<file path="src/rtl/mem_arb_pkg.sv">
// Shared definitions for the two-requester DDR2 command-port arbiter:
// FSM state encoding and sticky error bit positions.
package mem_arb_pkg;

    typedef enum logic [1:0] {
        IDLE   = 2'd0,
        GRANT0 = 2'd1,
        GRANT1 = 2'd2
    } arb_state_e;

    localparam int ERR_W        = 3;
    localparam int ERR_TIMEOUT  = 0;
    localparam int ERR_ABANDON  = 1;
    localparam int ERR_SPURIOUS = 2;

endpackage

</file>
<file path="src/rtl/mem_arb_rr_pick.sv">
// Combinational 2-way round-robin select. rr_ptr_i names the requester that
// wins when both are valid; a lone valid requester always wins.
module mem_arb_rr_pick
    import mem_arb_pkg::*;
(
    input  logic [1:0] valid_i,
    input  logic       rr_ptr_i,
    output logic       grant_valid_o,
    output logic       grant_idx_o
);

    always_comb begin
        grant_valid_o = |valid_i;
        grant_idx_o   = (&valid_i) ? rr_ptr_i : valid_i[1];
    end

endmodule

</file>
<file path="src/rtl/mem_port_arbiter.sv">
// Shares one DDR2 command port between I-cache (req0) and D-cache (req1):
// round-robin grant, one outstanding command, sticky error flags.
module mem_port_arbiter
    import mem_arb_pkg::*;
#(
    parameter int ADDR_W  = 28,
    parameter int DATA_W  = 32,
    parameter int TIMEOUT = 1023,
    parameter int TO_W    = 10
) (
    input  logic              clk,
    input  logic              rst,
    input  logic              req0_valid,
    input  logic              req0_rw,
    input  logic [ADDR_W-1:0] req0_addr,
    input  logic [DATA_W-1:0] req0_wdata,
    output logic              req0_ready,
    output logic [DATA_W-1:0] req0_rdata,
    input  logic              req1_valid,
    input  logic              req1_rw,
    input  logic [ADDR_W-1:0] req1_addr,
    input  logic [DATA_W-1:0] req1_wdata,
    output logic              req1_ready,
    output logic [DATA_W-1:0] req1_rdata,
    output logic              mem_valid_data,
    output logic              mem_rw_data,
    output logic [ADDR_W-1:0] mem_data_addr,
    output logic [DATA_W-1:0] mem_data_wr,
    input  logic [DATA_W-1:0] mem_data_rd,
    input  logic              mem_ready_data,
    input  logic              err_clr,
    output logic [ERR_W-1:0]  error,
    output logic              busy,
    output logic              grant_id
);

    localparam logic [TO_W-1:0] TO_MAX = TO_W'(TIMEOUT);

    arb_state_e       state_q, state_d;
    logic             rr_ptr_q, rr_ptr_d;
    logic             grant_id_q, grant_id_d;
    logic [TO_W-1:0]  cnt_q, cnt_d;
    logic [ERR_W-1:0] error_q, error_d;
    logic [ERR_W-1:0] err_set;

    logic             pick_valid;
    logic             pick_idx;
    logic             sel1;
    logic             gnt_valid;

    mem_arb_rr_pick u_pick (
        .valid_i       ({req1_valid, req0_valid}),
        .rr_ptr_i      (rr_ptr_q),
        .grant_valid_o (pick_valid),
        .grant_idx_o   (pick_idx)
    );

    assign sel1      = (state_q == GRANT1);
    assign gnt_valid = sel1 ? req1_valid : req0_valid;

    always_comb begin
        state_d    = state_q;
        rr_ptr_d   = rr_ptr_q;
        grant_id_d = grant_id_q;
        cnt_d      = cnt_q;
        err_set    = '0;
        case (state_q)
            IDLE: begin
                cnt_d = '0;
                if (pick_valid) begin
                    state_d    = pick_idx ? GRANT1 : GRANT0;
                    grant_id_d = pick_idx;
                    // The pointer only moves when there was actually a contest.
                    if (req0_valid && req1_valid) rr_ptr_d = ~rr_ptr_q;
                end
                if (mem_ready_data) err_set[ERR_SPURIOUS] = 1'b1;
            end
            GRANT0, GRANT1: begin
                if (cnt_q != TO_MAX) cnt_d = cnt_q + TO_W'(1);
                if (mem_ready_data) begin
                    state_d = IDLE;
                end else begin
                    if (cnt_d == TO_MAX) err_set[ERR_TIMEOUT] = 1'b1;
                    if (!gnt_valid)      err_set[ERR_ABANDON] = 1'b1;
                end
            end
            default: state_d = IDLE;
        endcase
        error_d = err_clr ? '0 : (error_q | err_set);
    end

    always_ff @(posedge clk or negedge rst) begin
        if (!rst) begin
            state_q    <= IDLE;
            rr_ptr_q   <= 1'b0;
            grant_id_q <= 1'b0;
            cnt_q      <= '0;
            error_q    <= '0;
        end else begin
            state_q    <= state_d;
            rr_ptr_q   <= rr_ptr_d;
            grant_id_q <= grant_id_d;
            cnt_q      <= cnt_d;
            error_q    <= error_d;
        end
    end

    // Command valid is a pure decode of the state register, so it cannot glitch.
    always_comb begin
        busy           = (state_q != IDLE);
        mem_valid_data = busy;
        mem_rw_data    = busy & (sel1 ? req1_rw : req0_rw);
        mem_data_addr  = busy ? (sel1 ? req1_addr : req0_addr) : '0;
        mem_data_wr    = busy ? (sel1 ? req1_wdata : req0_wdata) : '0;
        req0_ready     = (state_q == GRANT0) & mem_ready_data;
        req1_ready     = (state_q == GRANT1) & mem_ready_data;
        req0_rdata     = req0_ready ? mem_data_rd : '0;
        req1_rdata     = req1_ready ? mem_data_rd : '0;
        error          = error_q;
        grant_id       = grant_id_q;
    end

endmodule

</file>
<file path="config.mk">
export PLATFORM = sky130hd
export DESIGN_NAME = mem_port_arbiter
export DESIGN_NICKNAME = d
export VERILOG_FILES = /design/src/rtl/mem_arb_pkg.sv /design/src/rtl/mem_arb_rr_pick.sv /design/src/rtl/mem_port_arbiter.sv
export SDC_FILE = /design/constraint.sdc
export NUM_CORES = 1
export LEC_CHECK = 0
export BUFFER_PORTS_ARGS = -buffer_cell sky130_fd_sc_hd__buf_2
export CORE_AREA = 2 2 112 114
export DETAILED_ROUTE_END_ITERATION = 10
export DIE_AREA = 0 0 114 116
export PLACE_DENSITY_LB_ADDON = 0.12
export SLEW_MARGIN = 20
export SYNTH_ARGS = -nofsm -noshare
export SYNTH_HDL_FRONTEND = slang
export SYNTH_SLANG_ARGS = --single-unit
</file>
<file path="constraint.sdc">
create_clock -name clk -period 2.3 [get_ports clk]
set_input_delay 0.345 -clock clk [delete_from_list [all_inputs] [get_ports clk]]
set_output_delay 0.345 -clock clk [all_outputs]
set_load 0.01 [all_outputs]
</file>
# Word-level counts from Yosys, hierarchy flattened
# Cells that the tools add are included.
dict set report classes {
  add_sub_neg 1
  n_eq_ne 6
  n_mux 23
  n_bitwise 5
  reduce_logical 10
}
# cell n
set ops {}
lappend ops {{32-bit two-way mux} 4}
lappend ops {{28-bit two-way mux} 2}
lappend ops {{10-bit two-way mux} 2}
lappend ops {{10-bit one-hot mux with 2 select lines} 1}
lappend ops {{10-bit by 1-bit adder with 10-bit output, second input constant} 1}
lappend ops {{10-bit equality test, second input constant} 1}
lappend ops {{2-bit two-way mux} 5}
lappend ops {{10-bit != test, second input constant} 1}
lappend ops {{1-bit two-way mux} 7}
lappend ops {{2-bit AND reduction} 3}
lappend ops {{2-bit != test, second input constant} 2}
lappend ops {{2-bit one-hot mux with 2 select lines} 1}
lappend ops {{2-bit nonzero test} 2}
lappend ops {{2-bit OR reduction} 2}
lappend ops {{1-bit AND} 3}
lappend ops {{3-bit two-way mux} 1}
lappend ops {{3-bit OR} 1}
lappend ops {{3-bit AND reduction} 1}
lappend ops {{2-bit by 1-bit equality test with 1-bit output, second input constant} 1}
lappend ops {{2-bit equality test, second input constant} 1}
lappend ops {{2-bit zero test} 1}
lappend ops {{1-bit logical AND} 1}
lappend ops {{1-bit NOT} 1}
dict set report totals {
  reg_bits 17
  out_inout_bits 133
  word_cells 50
}

# Logic depth before layout (Yosys ltp)
# Gate-level depths: netlist of run 1.
dict set report depth {
  depth_word 9
  mapped_depth 8
}

# Cells and area by module
# A second synthesis of run 1 with hierarchy kept.
dict set report unflattened {
  cells_unflattened 339
  area_unflattened_um2 2479.9
}
# module n_inst cells_per_inst area_per_inst_um2 seq_area_each_um2
set by_module_without_submodules {}
lappend by_module_without_submodules {mem_port_arbiter 1 336 2462.4 425.4}
lappend by_module_without_submodules {mem_arb_rr_pick 1 3 17.5 0.0}

# Worst setup path after synthesis of run 1
# No wires, ideal clock.
dict set report synth_timing {
  kind {register to output}
  start {reg state_q[0]}
  end {out mem_data_wr[24]}
  arrival_ns 1.667
  required_ns 1.955
  path_slack_ns 0.288
  stages_incl_launch_ff 8
  cell_sequence {dfrtp_1 inv_1 ha_1 clkbuf_1 buf_2 buf_1 mux2i_1 nor2_1}
}
dict set report synth_via {
  elab_chain_len 3
  word_cells_on_any_way 4
}
# element line_no
set synth_rtl {}
lappend synth_rtl {{start: declaration} mem_port_arbiter.sv:39} ;# arb_state_e state_q, state_d;
lappend synth_rtl {{start signal: assignment} mem_port_arbiter.sv:100} ;# state_q <= state_d;
lappend synth_rtl {{2-bit equality test} mem_port_arbiter.sv:58} ;# assign sel1 = (state_q == GRANT1);
lappend synth_rtl {{32-bit two-way mux} mem_port_arbiter.sv:114} ;# mem_data_wr = busy ? (sel1 ? req1_wdata : req0_wdata) : '0;
lappend synth_rtl {{32-bit two-way mux *} mem_port_arbiter.sv:114}
lappend synth_rtl {{end: declaration} mem_port_arbiter.sv:28} ;# output logic [DATA_W-1:0] mem_data_wr,
# Every way passes the cells marked *; elsewhere a longest branch is shown, timed or not.

# Worst setup path in the final report of run 1
dict set report layout_timing {
  start {reg state_q[0]}
  end {out mem_rw_data}
}
dict set report layout_via {
  elab_chain_len 3
  word_cells_on_any_way 4
}
# element line_no
set layout_rtl {}
lappend layout_rtl {{2-bit equality test} mem_port_arbiter.sv:58}
lappend layout_rtl {{1-bit two-way mux} mem_port_arbiter.sv:112} ;# mem_rw_data = busy & (sel1 ? req1_rw : req0_rw);
lappend layout_rtl {{1-bit AND *} mem_port_arbiter.sv:112}
lappend layout_rtl {{end: declaration} mem_port_arbiter.sv:26} ;# output logic mem_rw_data,
# Marked as above.

==> flow_metrics.tcl, run 1 <==
set metrics [dict create \
    period_needed_ns 2.04 \
    period_share_pct 88.7 \
    whs_ns 0.0252 \
    post_drt_wl_per_cell_um 18.1 \
    dp.cells 759 \
    drive_gt1_share_pct 50.6 \
    slew_headroom_pct 70.4 \
    yosysWarnings 0 \
    max_cap_violations 0 \
    maxSlewViolCount 0 \
    syn_to_final_growth_pct 67.4 \
    end_kind "output port" \
    fmax_ghz 0.490 \
    start_kind "flip-flop" \
    syn_area_um2 2500 \
    h-tree-depth 1 \
    setup_tns_ns 0 \
    syn_area_per_cell_um2 7.15 \
    io_pins 293 \
    regArea_um2 425 \
    hp-class "in2async" \
    final_util_pct 35.2 \
    timing.rr.end "cnt_q[4]" \
    start_util_pct 21.0 \
    fin_ws_ns 0.259 \
    r2r_cells 5 \
    fin_area_um2 4190 \
    r2r_start "cnt_q[0]" \
    post_cts_resized 0 \
    fp.dieH_um 116 \
    yosysSeqAreaShare_pct 17.0 \
    vias 3618 \
    power.total_mw 3.62 \
    place_ws_ns 0.413 \
    drt_iter0_markers 179 \
    hold_viol 0 \
    synth_cell_type_count 38 \
    die_x_um 114 \
    grt_pass1_vias 3254 \
    critPathMaxFanout 37 \
    drt-pass1-iter-count 5 \
    fillCellCount 1306 \
    layout.nets 782 \
    setup_violations 0 \
    worstSetupPathType "reg2out" \
    cp.arrival_ns 1.70 \
    cts_tree "built" \
    grt_pass1_wl_um 19100 \
    numCtsBuffers 3 \
    postCtsHoldBufs 0 \
    grt_usage_pct 18.9 \
    tightest_slew_ns 0.445 \
    required_ns 1.96 \
    dpl_cell_area_um2 4090 \
    clock_latency_ns 0.25 \
    regToRegSetupSlack_ns 0.37 \
    synth-seq-cells 17 \
    die-area_um2 13200 \
    fin_cells 769 \
    status "finished, final reports clean" \
    rsz0062_at_grt "no" \
    routed_via_density 4.70 \
    syn_nets 515 \
    clock_path_buffers 2 \
    grt_start_max_net_pins 41 \
    power_leakage_nw 2.58 \
    vdd_drop_max_v 0.000291 \
    hpwlAfterDp_um 11800 \
    cts_root_buf "clkbuf_16" \
    overflow 0 \
    synth_cells 350 \
    wl_um 13900 \
    antenna_found_initial 16 \
    coreArea_um2 11900 \
    finalWeightedCongestion 0.882 \
    ant_nets 0 \
    fin_skew_ns 0.00105 \
    power_density_nw_per_um2 866 \
    rows 40 \
    drc 0 \
    io_buffers 292 \
    multiInputGateArea_um2 1860 \
    clock_sinks 17 \
    cts_setup_buffers 0 \
    path_clk_slew_ns 0.05 \
]
[flip-flops by register name (all words and copies together) (netlist names)]
register  flops
grant_id      1
cnt_q        10
error         3
state_q       2
rr_ptr_q      1
[cells in the final DEF, fill, tap and decap left out, types with 3 or more instances in the layout]
cell / instances
buf_2: 292
nor2_1: 71
and3_1: 66
mux2i_1: 62
dfrtp_1: 17
a21oi_1: 12
nand2_1: 11
inv_1: 8
a31oi_1: 7
nand3_1: 7
diode_2: 6
o21ai_0: 6
buf_4: 6
nand4_1: 4
o21ai_1: 4
buf_12: 4
and2_1: 3
xnor2_1: 3
nor3_1: 3
ha_1: 3
clkbuf_16: 3
[area by class of cell]
type	instances	area share (%)
Multi-Input combinational cell	284	44.5
Timing Repair Buffer	302	37.9
Sequential cell	17	10.2
Tap cell	147	4.39
Clock buffer	3	1.79
Inverter	9	0.807
Antenna cell	6	0.359
Clock inverter	1	0.120
[cells in the mapped netlist]
cell type	number	area share [%]
nor2_1	71	11
inv_2	1	0.15
clkbuf_1	26	3.9
inv_1	8	1.2
and3_1	66	17
and3_4	1	0.45
o41ai_1	1	0.35
nand4_1	4	1.0
o22a_1	2	0.70
dfrtp_1	17	17
a22o_1	1	0.35
nand2b_1	1	0.25
buf_1	5	0.75
and4_4	2	0.90
o31ai_1	1	0.30
a31oi_1	7	1.7
buf_4	1	0.30
mux2i_1	62	25
or3b_1	1	0.35
o22ai_1	1	0.25
o21ai_1	4	0.80
o21a_1	1	0.30
xnor2_1	3	1.1
nor4_1	2	0.50
and2_1	3	0.75
a32o_1	1	0.40
nand3_1	7	1.4
buf_2	3	0.60
or3_1	1	0.25
a21oi_1	12	2.4
nor4b_1	2	0.70
o211a_1	1	0.40
buf_6	5	2.2
ha_1	5	2.5
a211o_1	1	0.35
o21ai_0	6	1.2
nand2_1	11	1.7
nor3_1	3	0.60
[metal layers]
layer  GRT usage [%]  vias to the layer above  wire length (um)
met5               0                        -               103
met1            24.2                     1598              5800
met4            1.71                       16                87
met3            9.57                       23              1750
met2            29.6                      201              6180
li1                -                     1780                 -
[critical path, stage by stage, from the launching register on]
cell and delay, ns:
dfrtp_1 0.41, inv_1 0.13, ha_4 0.18, buf_12 0.26, mux2i_1 0.23, nor2_1 0.07, buf_2 0.14
[power breakdown]
part | internal [mW] | switching (mW) | leakage (nW)
combinational | 1.22 | 1.62 | 2.31
clock | 0.233 | 0.126 | 0.0409
sequential | 0.356 | 0.0723 | 0.228
total | 1.80 | 1.82 | 2.58
[logic make-up after synthesis]
| logic type | count (synthesis) | synth area share (%) |
|---|---|---|
| AOI/OAI and AO/OA | 39 | 9.55 |
| xor gates and xnor gates | 3 | 1.05 |
| adders and majority gates | 5 | 2.50 |
| buffers and inverters | 49 | 9.15 |
| DFF | 17 | 17.0 |
| muxes | 62 | 24.8 |
| and+or+nand+nor | 175 | 36.0 |
[worst max-delay path by stage]
stage | from | end | slack, ns | cells past startpoint
4_1_cts | state_q[0] | mem_rw_data | 0.25 | 6
5_1_grt | state_q[0] | mem_rw_data | 0.13 | 6
3_5_place_dp | cnt_q[0] | cnt_q[4] | 0.41 | 5
2_1_floorplan | state_q[0] | mem_data_wr[24] | 0.29 | 7
3_3_place_gp | cnt_q[0] | cnt_q[4] | 0.42 | 5
6_report | state_q[0] | mem_rw_data | 0.26 | 6
(Power assumes the default switching activity.)
==> run 2, diff against run 1 <==
- PLACE_DENSITY_LB_ADDON: 0.12 -> 0.15
==> flow_metrics.tcl, run 2 (synthesis results as in run 1) <==
set metrics [dict create \
    status "finished, final reports clean" \
    p_seq_share_pct 11.8 \
    vdd_drop_max_v 0.000429 \
    fmax_ghz 0.466 \
    clock_path_buffers 2 \
    coreArea_um2 11900 \
    final_cell_mix "buf_2, nor2_1, and3_1, mux2i_1, dfrtp_1" \
    critPathMaxFanout 33 \
    ant_nets 0 \
    path_clk_slew_ns 0.05 \
    post_drt_wl_per_cell_um 18.5 \
    cp.arrival_ns 1.80 \
    post_cts_resized 0 \
    rsz0062_at_grt "no" \
    regMostFlops "cnt_q" \
    grt_pass1_vias 3273 \
    netSwitchingFraction_pct 50.0 \
    drt-pass1-iter-count 4 \
    grt_pass1_wl_um 19700 \
    r2r_cells 7 \
    worstSetupPathType "reg2out" \
    regToRegSetupSlack_ns 0.32 \
    clock_latency_ns 0.25 \
    max_cap_violations 0 \
    final_common_cell "buf_2" \
    finalWeightedCongestion 0.863 \
    cts_root_buf "clkbuf_16" \
    dp.cells 757 \
    wl_um 14400 \
    fin_cells 776 \
    fillCellCount 1316 \
    overflow 0 \
    vias 3637 \
    fin_skew_ns 0.00180 \
    required_ns 1.96 \
    drt_iter0_markers 204 \
    netSwitchingPower_mw 1.81 \
    hpwlAfterDp_um 12100 \
    h-tree-depth 1 \
    hp-class "in2async" \
    grt_start_max_net_pins 69 \
    io_buffers 292 \
    tightest_slew_ns 0.848 \
    power.share.clock_pct 9.9 \
    period_needed_ns 2.15 \
    p_comb_share_pct 78.3 \
    cts_tree "built" \
    power_density_nw_per_um2 859 \
    r2r_start "state_q[1]" \
    end_kind "output port" \
    setup_violations 0 \
    timing.rr.end "error[0]" \
    hold_viol 0 \
    setup_tns_ns 0 \
    io_pins 293 \
    maxSlewViolCount 0 \
    slew_headroom_pct 43.5 \
    power_leakage_nw 2.59 \
    power.internal_mw 1.81 \
    cts_setup_buffers 0 \
    fp.dieH_um 116 \
    antenna_found_initial 18 \
    period_share_pct 93.3 \
    numCtsBuffers 3 \
    die_x_um 114 \
    start_util_pct 21.0 \
    grt_usage_pct 19.7 \
    clock_sinks 17 \
    layout.nets 785 \
    drc 0 \
    postCtsHoldBufs 0 \
    die-area_um2 13200 \
    drive_gt1_share_pct 50.9 \
    syn_to_final_growth_pct 68.2 \
    largest_reg_flops 10 \
    rows 40 \
    start_kind "flip-flop" \
    routed_via_density 4.69 \
]
run 2: cell count changes in the layout (fill, tap and decap cells not counted):
cell / delta
diode_2: +4
buf_4: +4
buf_12: -1
run 2: worst max-delay path by stage:
stage,depth (start not counted),slack [ns],startpoint,end
2_1_floorplan,7,0.29,state_q[0],mem_data_wr[24]
3_3_place_gp,7,0.36,state_q[1],error[0]
3_5_place_dp,6,0.34,state_q[0],mem_data_wr[8]
4_1_cts,6,0.06,state_q[0],mem_data_wr[8]
5_1_grt,6,0.06,state_q[0],mem_data_wr[8]
6_report,6,0.15,state_q[0],mem_data_wr[8]
run 2: critical path, cell delays in order, from the launching register on:
cell and delay [ns]:
dfrtp_1 0.41, inv_1 0.13, ha_4 0.27, buf_12 0.27
mux2i_1 0.25, nor2_1 0.06, buf_2 0.14
run 2: layer usage:
metal | vias up | GRT usage [%] | wire, um
met5 | - | 0 | 81
met1 | 1611 | 25.3 | 5800
met2 | 197 | 30.2 | 6460
li1 | 1789 | - | -
met3 | 26 | 8.68 | 1820
met4 | 14 | 5.45 | 197
run 2: cell type report:
cell class	instances	area [um^2]	area share [%]
well taps	147	184	4.37
clock buffers	3	75.1	1.78
inverters	9	33.8	0.803
repair buffers	305	1600	37.9
clock inverters	1	5.00	0.119
multi-input cells	284	1860	44.3
diodes	10	25.0	0.595
flip-flops and latches	17	425	10.1
run 2: metrics by stage:
step / cell area (um^2) / setup WS, ns / utilization, % / hold WS, ns / total power [mW]
after floorplan: 2500 / 0.288 / - / 0.0494 / 2.09
after global routing: 4190 / 0.0574 / 35.2 / 0.0516 / 3.91
after CTS: 4150 / 0.0642 / 34.8 / 0.0409 / 3.60
after detailed placement: 4070 / 0.343 / 34.1 / 0.307 / 3.24
after global placement: 4070 / 0.359 / 34.1 / 0.303 / 3.23
final: 4210 / 0.154 / 35.3 / 0.0245 / 3.61
run 2: power by group through the flow:
stage | combinational (mW) | clock [mW] | sequential (mW)
2_1_floorplan | 1.69 | 0 | 0.404
3_3_place_gp | 2.79 | 0 | 0.434
3_5_place_dp | 2.80 | 0 | 0.433
4_1_cts | 2.81 | 0.363 | 0.429
5_1_grt | 3.09 | 0.377 | 0.437
6_report | 2.83 | 0.356 | 0.428
==> run 3, diff against run 2 <==
- HOLD_SLACK_MARGIN: not set -> 0.15
==> flow_metrics.tcl, run 3 (synthesis results as in run 1) <==
set metrics [dict create \
    fin_ws_ns 0.152 \
    path_cells "inv_1, ha_4, buf_12, mux2i_1, nor2_1, buf_2" \
    fp.dieH_um 116 \
    worst_path_largest_cell_delay_ns 0.41 \
    slew_headroom_pct 43.2 \
    layout.nets 786 \
    start_util_pct 21.0 \
    clock_path_buffers 2 \
    vias 3643 \
    hold_viol 0 \
    required_ns 1.96 \
    final_cell_mix "buf_2, nor2_1, and3_1, mux2i_1, dfrtp_1" \
    h-tree-depth 1 \
    multiInputGateArea_um2 1860 \
    io_buffers 292 \
    cp_num_buf_inv 3 \
    final_common_cell "buf_2" \
    power.internal_mw 1.81 \
    fmax_ghz 0.466 \
    crit_slowest_cell "dfrtp_1" \
    grt_pass1_vias 3278 \
    p_seq_share_pct 11.8 \
    finalWeightedCongestion 0.863 \
    maxSlewViolCount 0 \
    power.share.clock_pct 9.9 \
    rows 40 \
    period_needed_ns 2.15 \
    hpwlAfterDp_um 12100 \
    status "finished, final reports clean" \
    power_density_nw_per_um2 858 \
    holdPathStages 2 \
    vdd_drop_max_v 0.000429 \
    tightest_slew_ns 0.852 \
    post_cts_resized 0 \
    netSwitchingFraction_pct 50.1 \
    drc 0 \
    cts_tree "built" \
    ant_nets 0 \
    clock_sinks 17 \
    grt_start_max_net_pins 69 \
    largest_reg_flops 10 \
    final_util_pct 35.4 \
    netSwitchingPower_mw 1.81 \
    r2r_cells 7 \
    critPathMaxFanout 33 \
    power_leakage_nw 2.60 \
    period_share_pct 93.4 \
    worstSetupPathType "reg2out" \
    setup_violations 0 \
    post_drt_wl_per_cell_um 18.6 \
    coreArea_um2 11900 \
    cts_root_buf "clkbuf_16" \
    overflow 0 \
    crit_cells 6 \
    io_pins 293 \
    fin_skew_ns 0.00273 \
    rsz0062_at_grt "no" \
    end_kind "output port" \
    wl_um 14400 \
    grt_usage_pct 19.7 \
    path_clk_slew_ns 0.06 \
    drt_iter0_markers 192 \
    max_cap_violations 0 \
    drt-pass1-iter-count 4 \
    numCtsBuffers 3 \
    die_x_um 114 \
    start_kind "flip-flop" \
    syn_to_final_growth_pct 68.4 \
    cpLargestDelayFamily "buffers and inverters" \
    grt_pass1_wl_um 19700 \
    fillCellCount 1319 \
    place_ws_ns 0.343 \
    regMostFlops "cnt_q" \
    clock_latency_ns 0.25 \
    hp-class "in2reg" \
    cp.arrival_ns 1.80 \
    power.total_mw 3.62 \
    regArea_um2 425 \
    routed_via_density 4.69 \
    drive_gt1_share_pct 50.8 \
    p_comb_share_pct 78.3 \
    die-area_um2 13200 \
    setup_tns_ns 0 \
    antenna_found_initial 18 \
]
run 3: timing repair:
action                                 4_1_cts  5_1_grt
setup endpoints to repair                    0        3
buffers inserted                             0        5
hold buffers                                 1        0
endpoints found under the hold margin       17        0
run 3: per-layer routing:
metal | global-route usage, % | share of wire (%)
met1 | 25.3 | 41
met2 | 30.2 | 45
met3 | 8.68 | 12
met4 | 5.45 | 1.4
met5 | 0 | 0.56
run 3: stage by stage:
step           cells  cell area, um^2  hold slack [ns]
5_1_grt          769             4200            0.314
2_1_floorplan    350             2500           0.0494
4_1_cts          762             4160            0.301
3_5_place_dp     757             4070            0.307
3_3_place_gp     757             4070            0.303
6_report         776             4220            0.302
run 3: power by group through the flow:
stage | Sequential (mW) | Clock [mW] | Combinational, mW
6_report | 0.428 | 0.359 | 2.83
5_1_grt | 0.437 | 0.377 | 3.09
4_1_cts | 0.429 | 0.363 | 2.81
3_5_place_dp | 0.433 | 0 | 2.80
3_3_place_gp | 0.434 | 0 | 2.79
2_1_floorplan | 0.404 | 0 | 1.69
run 3: layout make-up:
class	instances	area share [%]
well taps	147	4.36
inverters	9	0.801
clock inverters	1	0.119
diodes	9	0.534
flip-flops and latches	17	10.1
clock buffers	3	1.78
multi-input cells	284	44.2
repair buffers	306	38.1
run 3: worst paths after layout:
path	from	to	slack, ns
setup / recovery	state_q[0]	mem_data_wr[8]	0.15
hold / removal	err_clr	error[1]	0.30
setup reg to reg	state_q[1]	error[0]	0.32
hold reg to reg	error[0]	error[0]	0.48
max in group asynchronous	rst	cnt_q[4]	1.45
min in group asynchronous	rst	cnt_q[0]	0.56
